--- config.mk ---
export PLATFORM = sky130hd
export DESIGN_NAME = tail_light_sequencer_flat
export DESIGN_NICKNAME = d
export VERILOG_FILES = /design/src/rtl/tail_light_sequencer_if.sv /design/src/rtl/tail_light_sequencer.sv /design/src/flat_wrapper.sv
export SDC_FILE = /design/constraint.sdc
export NUM_CORES = 1
export LEC_CHECK = 0
export CORE_MARGIN = 2
export CORE_UTILIZATION = 30
export CTS_CLUSTER_DIAMETER = 60
export DETAILED_ROUTE_END_ITERATION = 7
export PLACE_DENSITY_LB_ADDON = 0.1
export SLEW_MARGIN = 20
export SYNTH_ARGS = -nofsm -noshare
export SYNTH_HDL_FRONTEND = slang
export SYNTH_SLANG_ARGS = --single-unit
--- constraint.sdc ---
create_clock -name clk -period 2 [get_ports clk]
set_input_delay 0.6 -clock clk [delete_from_list [all_inputs] [get_ports clk]]
set_output_delay 0.6 -clock clk [all_outputs]
set_load 0.05 [all_outputs]
--- src/rtl/tail_light_sequencer_if.sv ---
// Switch/tick inputs and lamp/phase/hex outputs of the tail-light sequencer.
// The master drives the requests and the slave (the sequencer) drives the lamps.
interface tail_light_sequencer_if;
  localparam int unsigned BANK_W  = 3;
  localparam int unsigned PHASE_W = 2;
  localparam int unsigned HEX_W   = 8;

  logic               tick;
  logic               hazards;
  logic               turn_en;
  logic               turn_right;
  logic               brake;
  logic [BANK_W-1:0]  left_leds;
  logic [BANK_W-1:0]  right_leds;
  logic [PHASE_W-1:0] phase;
  logic [HEX_W-1:0]   hex;

  modport master (
    output tick, hazards, turn_en, turn_right, brake,
    input  left_leds, right_leds, phase, hex
  );

  modport slave (
    input  tick, hazards, turn_en, turn_right, brake,
    output left_leds, right_leds, phase, hex
  );
endinterface

--- src/rtl/tail_light_sequencer.sv ---
// Tail-lamp sequencer: idle, brake, hazard and turn modes with a stepped 3-lamp pattern.
// Define TAIL_LIGHT_HEX_EN to generate the seven-segment phase decode; otherwise hex is FF.
module tail_light_sequencer #(
  parameter int unsigned TICKS_PER_STEP = 1
) (
  input logic                  clk,
  input logic                  reset_n,
  tail_light_sequencer_if.slave bus
);
  localparam int unsigned PRESC_W = 8;
  localparam int unsigned BANK_W  = 3;
  localparam int unsigned PHASE_W = 2;
  localparam int unsigned HEX_W   = 8;
  localparam int unsigned SW_W    = 4;
  localparam logic [PRESC_W-1:0] PRESC_LAST = PRESC_W'(TICKS_PER_STEP - 1);

  typedef enum logic [2:0] {
    MODE_IDLE,
    MODE_BRAKE_ALL,
    MODE_HAZARD,
    MODE_TURN_L,
    MODE_TURN_R
  } mode_t;

  logic [SW_W-1:0]    meta_q;
  logic [SW_W-1:0]    sync_q;
  mode_t              mode_q;
  mode_t              mode_c;
  logic [PRESC_W-1:0] presc_q;
  logic [PRESC_W-1:0] presc_nx;
  logic [PHASE_W-1:0] phase_q;
  logic [PHASE_W-1:0] phase_nx;
  logic [BANK_W-1:0]  left_q;
  logic [BANK_W-1:0]  right_q;
  logic [BANK_W-1:0]  left_nx;
  logic [BANK_W-1:0]  right_nx;
  logic               hazards_s;
  logic               turn_en_s;
  logic               turn_right_s;
  logic               brake_s;
  logic               seq_run;

  assign {hazards_s, turn_en_s, turn_right_s, brake_s} = sync_q;

  function automatic logic [BANK_W-1:0] pattern(input logic [PHASE_W-1:0] ph);
    logic [BANK_W-1:0] p;
    case (ph)
      2'd0:    p = 3'b000;
      2'd1:    p = 3'b001;
      2'd2:    p = 3'b011;
      default: p = 3'b111;
    endcase
    return p;
  endfunction

  // Mode priority: brake overrides everything unless a turn is signalling without hazards.
  always_comb begin
    mode_c = MODE_IDLE;
    if (brake_s && (hazards_s || !turn_en_s)) begin
      mode_c = MODE_BRAKE_ALL;
    end else if (hazards_s) begin
      mode_c = MODE_HAZARD;
    end else if (turn_en_s && !turn_right_s) begin
      mode_c = MODE_TURN_L;
    end else if (turn_en_s) begin
      mode_c = MODE_TURN_R;
    end
  end

  assign seq_run = (mode_c == MODE_HAZARD) || (mode_c == MODE_TURN_L) ||
                   (mode_c == MODE_TURN_R);

  // Prescaler and phase; a mode change restarts both and swallows a coincident tick.
  always_comb begin
    presc_nx = presc_q;
    phase_nx = phase_q;
    if ((mode_c != mode_q) || !seq_run) begin
      presc_nx = '0;
      phase_nx = '0;
    end else if (bus.tick) begin
      if (presc_q == PRESC_LAST) begin
        presc_nx = '0;
        phase_nx = phase_q + PHASE_W'(1);
      end else begin
        presc_nx = presc_q + PRESC_W'(1);
      end
    end
  end

  // Lamp banks derived from the upcoming phase so they stay aligned with it.
  always_comb begin
    left_nx  = '0;
    right_nx = '0;
    unique case (mode_c)
      MODE_BRAKE_ALL: begin
        left_nx  = '1;
        right_nx = '1;
      end
      MODE_HAZARD: begin
        left_nx  = pattern(phase_nx);
        right_nx = pattern(phase_nx);
      end
      MODE_TURN_L: begin
        left_nx  = pattern(phase_nx);
        right_nx = brake_s ? '1 : '0;
      end
      MODE_TURN_R: begin
        left_nx  = brake_s ? '1 : '0;
        right_nx = pattern(phase_nx);
      end
      default: begin
        left_nx  = '0;
        right_nx = '0;
      end
    endcase
  end

  always_ff @(posedge clk) begin
    if (!reset_n) begin
      meta_q  <= '0;
      sync_q  <= '0;
      mode_q  <= MODE_IDLE;
      presc_q <= '0;
      phase_q <= '0;
      left_q  <= '0;
      right_q <= '0;
    end else begin
      meta_q  <= {bus.hazards, bus.turn_en, bus.turn_right, bus.brake};
      sync_q  <= meta_q;
      mode_q  <= mode_c;
      presc_q <= presc_nx;
      phase_q <= phase_nx;
      left_q  <= left_nx;
      right_q <= right_nx;
    end
  end

  assign bus.left_leds  = left_q;
  assign bus.right_leds = right_q;
  assign bus.phase      = phase_q;

`ifdef TAIL_LIGHT_HEX_EN
  logic [HEX_W-1:0] hex_q;

  // Active-low {dp,g,f,e,d,c,b,a}; dp is always off.
  function automatic logic [HEX_W-1:0] seg_of(input logic [PHASE_W-1:0] ph);
    logic [HEX_W-1:0] s;
    case (ph)
      2'd0:    s = 8'hC0;
      2'd1:    s = 8'hF9;
      2'd2:    s = 8'hA4;
      default: s = 8'hB0;
    endcase
    return s;
  endfunction

  always_ff @(posedge clk) begin
    if (!reset_n) begin
      hex_q <= 8'hC0;
    end else begin
      hex_q <= seg_of(phase_nx);
    end
  end

  assign bus.hex = hex_q;
`else
  assign bus.hex = 8'hFF;
`endif

endmodule

--- src/flat_wrapper.sv ---
// flat-port wrapper written by rule: the top's interface ports become plain ports
module tail_light_sequencer_flat 
#(
  parameter int unsigned TICKS_PER_STEP = 1
)
  (clk, reset_n, bus_tick, bus_hazards, bus_turn_en, bus_turn_right, bus_brake, bus_left_leds, bus_right_leds, bus_phase, bus_hex);
  tail_light_sequencer_if bus_i ();
  input logic clk;
  input logic reset_n;
  input wire logic [$bits(bus_i.tick)-1:0] bus_tick;
  input wire logic [$bits(bus_i.hazards)-1:0] bus_hazards;
  input wire logic [$bits(bus_i.turn_en)-1:0] bus_turn_en;
  input wire logic [$bits(bus_i.turn_right)-1:0] bus_turn_right;
  input wire logic [$bits(bus_i.brake)-1:0] bus_brake;
  output wire logic [$bits(bus_i.left_leds)-1:0] bus_left_leds;
  output wire logic [$bits(bus_i.right_leds)-1:0] bus_right_leds;
  output wire logic [$bits(bus_i.phase)-1:0] bus_phase;
  output wire logic [$bits(bus_i.hex)-1:0] bus_hex;
  assign bus_i.tick = bus_tick;
  assign bus_i.hazards = bus_hazards;
  assign bus_i.turn_en = bus_turn_en;
  assign bus_i.turn_right = bus_turn_right;
  assign bus_i.brake = bus_brake;
  assign bus_left_leds = bus_i.left_leds;
  assign bus_right_leds = bus_i.right_leds;
  assign bus_phase = bus_i.phase;
  assign bus_hex = bus_i.hex;
  tail_light_sequencer #(.TICKS_PER_STEP(TICKS_PER_STEP)) u_core (.clk(clk), .reset_n(reset_n), .bus(bus_i));
endmodule
---- Yosys cells after proc, flatten, opt, wreduce, memory -nomap -nowiden ----
Index checks and enable logic that the tools add are counted.
word-level totals
  bits in registers ....................... 27
  output and inout port bits .............. 16
  word-level logic and storage cells ...... 43
cells by class
  add/subtract/negate cells ............... 2
  equality and inequality tests ........... 7
  muxes and demuxes ....................... 12
  bitwise gates (word level) .............. 1
  reductions and logical operators ........ 14
operators with widths
  operator                                              count
  case mux 3 bit (3 select lines)                       3
  two-way mux 3 bit                                     5
  adder 8 x 1 -> 8 bit (second input constant)          1
  logical NOT 8 bit                                     1
  two-way mux 8 bit                                     1
  equality test 3 x 2 -> 1 bit (second input constant)  2
  two-way mux 2 bit                                     3
  OR reduction 2 bit                                    3
  logical OR 1 bit                                      4
  equality test 3 x 1 -> 1 bit (second input constant)  1
  equality test 3 bit (second input constant)           1
  logical NOT 1 bit                                     3
  != test 3 bit                                         1
  adder 2 x 1 -> 2 bit (second input constant)          1
  equality test 2 x 1 -> 1 bit (second input constant)  1
  equality test 2 bit (second input constant)           1
  logical AND 1 bit                                     2
  logical NOT 2 bit                                     1
  inverter 1 bit                                        1

---- Logic depth before layout (Yosys ltp) ----
Gate-level depths: netlist of the first run.
  depth in word-level cells ............... 14
  gate-level depth with buffers ........... 7

---- Worst setup path after synthesis of the first run ----
Ideal clock, no wire load.
  path type ............................... in2reg
  start ................................... in bus_tick
  end ..................................... reg u_core.left_q[0], in the netlist u_core.bus.left_leds[0]
  library setup time ...................... 0.134 ns
  data arrival time ....................... 1.498 ns
  data required time ...................... 1.866 ns
  path slack .............................. 0.368 ns
  stages .................................. 5
  cells stage by stage .................... clkbuf_1 > and3_1 > buf_4 > mux2i_1 > o31ai_1
between the ends
  longest elaborated chain between the ends .. 5
  elaborated cells on any way between the ends .. 7
RTL lines
  element                                            RTL line                     RTL
  start: declaration                                 flat_wrapper.sv:10           input wire logic [$bits(bus_i.tick)-1:0] bus_tick;
  two-way mux 2 bit (*)                              tail_light_sequencer.sv:80   end else if (bus.tick) begin
  two-way mux 2 bit (*)                              tail_light_sequencer.sv:77   if ((mode_c != mode_q) || !seq_run) begin
  equality test 2 bit, or another cell as far along  tail_light_sequencer.sv:47   case (ph)
  case mux 3 bit (3 select lines) (*)                tail_light_sequencer.sv:47
  case mux 3 bit (3 select lines) (*)                tail_light_sequencer.sv:94   unique case (mode_c)
  end signal: assignment                             tail_light_sequencer.sv:133  left_q <= left_nx;
  end: declaration                                   tail_light_sequencer.sv:33   logic [BANK_W-1:0] left_q;
Every way passes the cells marked *; elsewhere a longest branch is shown, timed or not.
A chain may end at the register's enable or synchronous reset.

---- Final worst setup path of the first run ----
Same ends and word-level chain as after synthesis.

==> results.py, run 1 <==
metrics = {
    "placement": {
        "preCtsSetupSlack_ns": 0.0335,
        "io_buffers": 14,
        "place_hpwl_um": 1570,
        "place_area_mm2": 0.00140,
        "gp_congestion": 0.747,
        "placed_cells": 186,
    },
    "global_route": {
        "grt_pass1_wl_um": 3600,
        "grt_max_degree": 16,
        "grt_overflow_total": 0,
        "track_usage": 0.103,
        "antenna_found_initial": 0,
        "grt_pass1_vias": 797,
    },
    "pwr": {
        "switching_share": 0.258,
        "p_comb_frac": 0.113,
        "leakage_nw": 0.536,
        "intPower_mw": 0.724,
        "totalPowerFinal_mw": 0.976,
        "max-vdd-ir-drop_mv": 0.256,
        "power_density_mw_per_mm2": 677,
        "seqPwrFrac": 0.570,
        "p_clk_frac": 0.317,
        "p_sw_mw": 0.252,
    },
    "flow_run": {
        "cap_violations": 0,
    },
    "die": {
        "ios": 23,
        "core_mm2": 0.00400,
        "die_w_um": 68.6,
        "rows": 23,
        "fp.dieH_um": 68.6,
        "initial_utilization": 0.313,
        "dieArea_mm2": 0.00471,
    },
    "timing": {
        "post-route-period-util": 0.835,
        "relSlewSlack": 0.643,
        "timing.setup.tns_ns": 0,
        "drv_slew": 0,
        "hold_violations": 0,
        "tightest_slew_ns": 0.530,
        "rsz0062_at_grt": "false",
        "setup-violations-final": 0,
        "skew_ns": 0.00553,
        "fmax_ghz": 0.598,
        "post-route-worst-setup-slack_ns": 0.329,
        "whs_ns": 0.437,
        "period_needed_ns": 1.67,
    },
    "cts": {
        "clkLatencyLatePin_ns": 0.27,
        "postCtsHoldBufs": 0,
        "cts_setup_buffers": 0,
        "cts_root_buf": "clkbuf_8",
        "htreeDepth": 1,
        "cts_tree": "yes",
        "cts.sinks": 27,
        "clk_path_buf_depth": 2,
        "post_cts_resized": 0,
        "cts.clk_slew.worst_paths_ns": 0.10,
        "numCtsBuffers": 3,
    },
    "route": {
        "wirelength_um": 2050,
        "avgRoutedWirePerCell_um": 10.8,
        "ant_nets": 0,
        "drc_errors": 0,
        "drt_iter0_markers": 10,
        "vias": 832,
        "drt_first_pass_iters": 4,
        "viasPerCell": 4.38,
    },
    "logic_synthesis": {
        "synth.top_cells.by_count": "dfxtp_1, buf_4, and2_1",
        "syn_area_per_cell_um2": 10.1,
        "ys_types": 37,
        "synthCells": 124,
        "synth_edf_count": 0,
        "yosysSeqAreaShare": 0.431,
        "synth_async_sr_flop_share": 0,
        "synth_area_leader_cell": "dfxtp_1",
        "synth_top_cell_area_share": 0.431,
        "ys_ff_latch": 27,
        "ys.flop_type": "dfxtp_1",
        "syn_area_mm2": 0.00125,
        "synth.most_common_cell": "dfxtp_1",
        "ys_warn_count": 0,
        "synth.area.top_cells": "dfxtp_1, nor3_2, buf_4, xnor2_1, and2_1",
    },
    "critical_path": {
        "start_kind": "input pin",
        "critPathMaxFanout": 7,
        "critPathCaptureType": "register",
        "worstSetupPathType": "in -> reg",
        "critPathArrivalTime_ns": 1.82,
        "cp.required_ns": 2.15,
    },
    "worst_hold_path": {
        "hold_path_class": "reg -> reg",
    },
    "run_status": {
        "status": "completed",
    },
    "finish": {
        "fin_area_mm2": 0.00144,
        "utilization": 0.360,
        "drive_gt1_frac": 0.236,
        "area_growth_syn_to_layout_pct": 15.0,
        "diodes": 0,
        "nets": 150,
        "fin_cells": 190,
    },
}
-- layout make-up --
cell class	instances	area, µm²
clock buffer	3	41.3
clock inverter	1	5.00
fill	411	2560
inverter	4	15.0
multi-input combinational	87	627
sequential	27	541
tap	50	62.6
timing repair buffer	18	150
-- sequential cells by signal, summed over array words and instances, names as in the netlist --
name / flops
u_core.presc_q: 8
u_core.bus.phase: 2
u_core.meta_q: 4
u_core.bus.left_leds: 3
u_core.sync_q: 4
u_core.bus.right_leds: 3
u_core.mode_q: 3
-- cells in the final DEF (no fill, tap or decap), types with 3 or more instances in the layout --
master,n
and2_1,8
dfxtp_1,27
xor2_1,3
xnor2_1,6
clkbuf_8,3
inv_1,4
clkdlybuf4s50_1,6
o31ai_1,4
nand3_1,4
nand2_1,6
nand4_1,3
conb_1,8
nor3_2,7
a21oi_1,3
nor2_1,6
buf_4,12
nor2b_1,5
-- power by group through the flow --
| stage | Sequential, mW | Combinational [mW] | Clock, mW |
|---|---|---|---|
| 2_1_floorplan | 0.579 | 0.0866 | 0 |
| 3_3_place_gp | 0.569 | 0.110 | 0 |
| 6_report | 0.557 | 0.110 | 0.309 |
| 3_5_place_dp | 0.569 | 0.110 | 0 |
| 4_1_cts | 0.557 | 0.110 | 0.328 |
| 5_1_grt | 0.559 | 0.118 | 0.347 |
-- critical path, stage by stage --
cell	delay (ns)
clkdlybuf4s50_1	0.58
and3_1	0.26
mux2i_1	0.27
o31ai_1	0.10
-- cells by family (layout without fill, tap and decap cells) --
family / after synthesis / after routing / share of synthesized area
other: 1 / 8 / 0.00299
XOR/XNOR: 9 / 9 / 0.0629
AO/OA/AOI/OAI: 16 / 16 / 0.123
multiplexers: 1 / 1 / 0.00798
AND/OR/NAND/NOR: 51 / 51 / 0.262
buffers and inverters: 17 / 26 / 0.0898
flip-flops: 27 / 27 / 0.431
adder cells (fa/ha/maj): 2 / 2 / 0.0200
-- final timing paths --
| kind | startpoint | to | slack, ns | cells after the start |
|---|---|---|---|---|
| worst max-delay path | bus_tick | u_core.bus.left_leds[0] | 0.33 | 4 |
| worst min-delay path | u_core.meta_q[0] | u_core.sync_q[0] | 0.44 | 1 |
| worst max register to register | u_core.sync_q[1] | u_core.presc_q[7] | 0.35 | 5 |
| worst min register to register | u_core.meta_q[0] | u_core.sync_q[0] | 0.44 | 1 |
-- routing by layer --
layer  GRT usage  vias to the layer above  part of all wire  routed length [µm]
met5           0                        -                 0                   0
met4      0.0450                        0            0.0083                  17
met3      0.0244                        2             0.048                  99
met2       0.172                       18              0.46                 948
met1       0.124                      377              0.48                 990
li1            -                      435                 -                   -
Note: power is estimated with default switching activity, not from simulation.
==> inputs of run 2 (changes only) <==
==> constraint.sdc (replaced) <==
create_clock -name clk -period 1.6 [get_ports clk]
set_input_delay 0.48 -clock clk [delete_from_list [all_inputs] [get_ports clk]]
set_output_delay 0.48 -clock clk [all_outputs]
set_load 0.05 [all_outputs]
==> results.py, run 2 (synthesis results as in run 1) <==
metrics = {
    "run_status": {
        "status": "completed",
    },
    "placement": {
        "gp_congestion": 0.772,
        "preCtsSetupSlack_ns": -0.181,
        "placed_cells": 189,
        "place_hpwl_um": 1630,
        "place_area_mm2": 0.00152,
        "io_buffers": 14,
    },
    "finish": {
        "largest_reg_flops": 8,
        "nets": 156,
        "fin_cells": 196,
        "diodes": 0,
        "top_regs": "u_core.presc_q x8, u_core.meta_q x4, u_core.sync_q x4",
        "regMostFlops": "u_core.presc_q",
        "fin_area_mm2": 0.00167,
        "drive_gt1_frac": 0.329,
        "area_growth_syn_to_layout_pct": 33.0,
        "final_common_cell": "dfxtp_1",
        "utilization": 0.417,
        "layout_common_cells": "dfxtp_1, and2_1, conb_1, buf_12, buf_4",
    },
    "cts": {
        "numCtsBuffers": 3,
        "clk_path_buf_depth": 2,
        "htreeDepth": 1,
        "cts.clk_slew.worst_paths_ns": 0.09,
        "postCtsHoldBufs": 0,
        "clkLatencyLatePin_ns": 0.27,
        "cts_tree": "yes",
        "cts_root_buf": "clkbuf_8",
        "cts.sinks": 27,
    },
    "timing": {
        "relSlewSlack": 0.582,
        "drv_slew": 0,
        "skew_ns": 0.00168,
        "tightest_slew_ns": 0.621,
        "post-route-period-util": 0.973,
        "setup-violations-final": 0,
        "timing.setup.tns_ns": 0,
        "whs_ns": 0.440,
        "period_needed_ns": 1.56,
        "post-route-worst-setup-slack_ns": 0.0438,
        "hold_violations": 0,
        "fmax_ghz": 0.643,
    },
    "route": {
        "viasPerCell": 4.48,
        "ant_nets": 0,
        "drt_iter0_markers": 21,
        "drt_first_pass_iters": 4,
        "vias": 878,
        "drc_errors": 0,
        "wirelength_um": 2190,
        "avgRoutedWirePerCell_um": 11.2,
    },
    "pwr": {
        "intPower_mw": 0.924,
        "p_sw_mw": 0.321,
        "seqPwrFrac": 0.560,
        "power_density_mw_per_mm2": 747,
        "totalPowerFinal_mw": 1.25,
        "max-vdd-ir-drop_mv": 0.301,
        "switching_share": 0.258,
        "p_clk_frac": 0.311,
        "leakage_nw": 0.628,
        "p_comb_frac": 0.129,
    },
    "die": {
        "dieArea_mm2": 0.00471,
        "ios": 23,
        "rows": 23,
        "fp.dieH_um": 68.6,
        "core_mm2": 0.00400,
        "initial_utilization": 0.313,
        "die_w_um": 68.6,
    },
    "critical_path": {
        "critPathCaptureType": "register",
        "cp.required_ns": 1.78,
        "start_kind": "register",
        "worstSetupPathType": "reg -> reg",
        "critPathArrivalTime_ns": 1.74,
        "critPathMaxFanout": 3,
    },
    "global_route": {
        "track_usage": 0.0996,
        "grt_overflow_total": 0,
        "grt_max_degree": 16,
        "grt_pass1_wl_um": 3450,
        "antenna_found_initial": 0,
        "grt_pass1_vias": 795,
    },
    "flow_run": {
        "cap_violations": 0,
    },
    "worst_hold_path": {
        "hold_path_class": "reg -> reg",
    },
}
## run 2: worst paths after layout
check / start / cells past startpoint / slack (ns) / to
max reg2reg: u_core.presc_q[1] / 6 / 0.04 / u_core.bus.left_leds[2]
max: u_core.presc_q[1] / 6 / 0.04 / u_core.bus.left_leds[2]
min reg2reg: u_core.meta_q[2] / 1 / 0.44 / u_core.sync_q[2]
min: u_core.meta_q[2] / 1 / 0.44 / u_core.sync_q[2]
## run 2: cell type report
class / instances / area (µm²)
Clock buffer: 3 / 41.3
Clock inverter: 1 / 5.00
Fill cell: 388 / 2330
Inverter: 4 / 15.0
Multi-Input combinational cell: 87 / 679
Sequential cell: 27 / 544
Tap cell: 50 / 62.6
Timing Repair Buffer: 24 / 320
## run 2: per-layer routing
metal | vias up | track usage | routed length (µm)
met2 | 29 | 0.153 | 992
li1 | 448 | - | -
met5 | - | 0 | 0
met4 | 0 | 0.0600 | 48
met1 | 396 | 0.126 | 1030
met3 | 5 | 0.0244 | 118
## run 2: what timing repair did
item | in CTS | in global routing
setup buffers | 0 | 2
endpoints found under the setup margin | 0 | 16
gates resized for setup | 0 | 14
endpoints found under the hold margin | 0 | 0
## run 2: critical path, stage by stage (launching register included)
cell	delay, ns
dfxtp_2	0.33
inv_2	0.06
ha_4	0.13
nor4b_4	0.22
and3_4	0.29
xnor2_4	0.10
o41ai_2	0.33
## run 2: power groups by stage
stage	logic, mW	clock network [mW]	registers, mW
floorplan	0.108	0	0.723
global placement	0.150	0	0.712
detailed placement	0.152	0	0.713
CTS	0.152	0.402	0.697
global route	0.169	0.417	0.700
finish	0.160	0.388	0.697
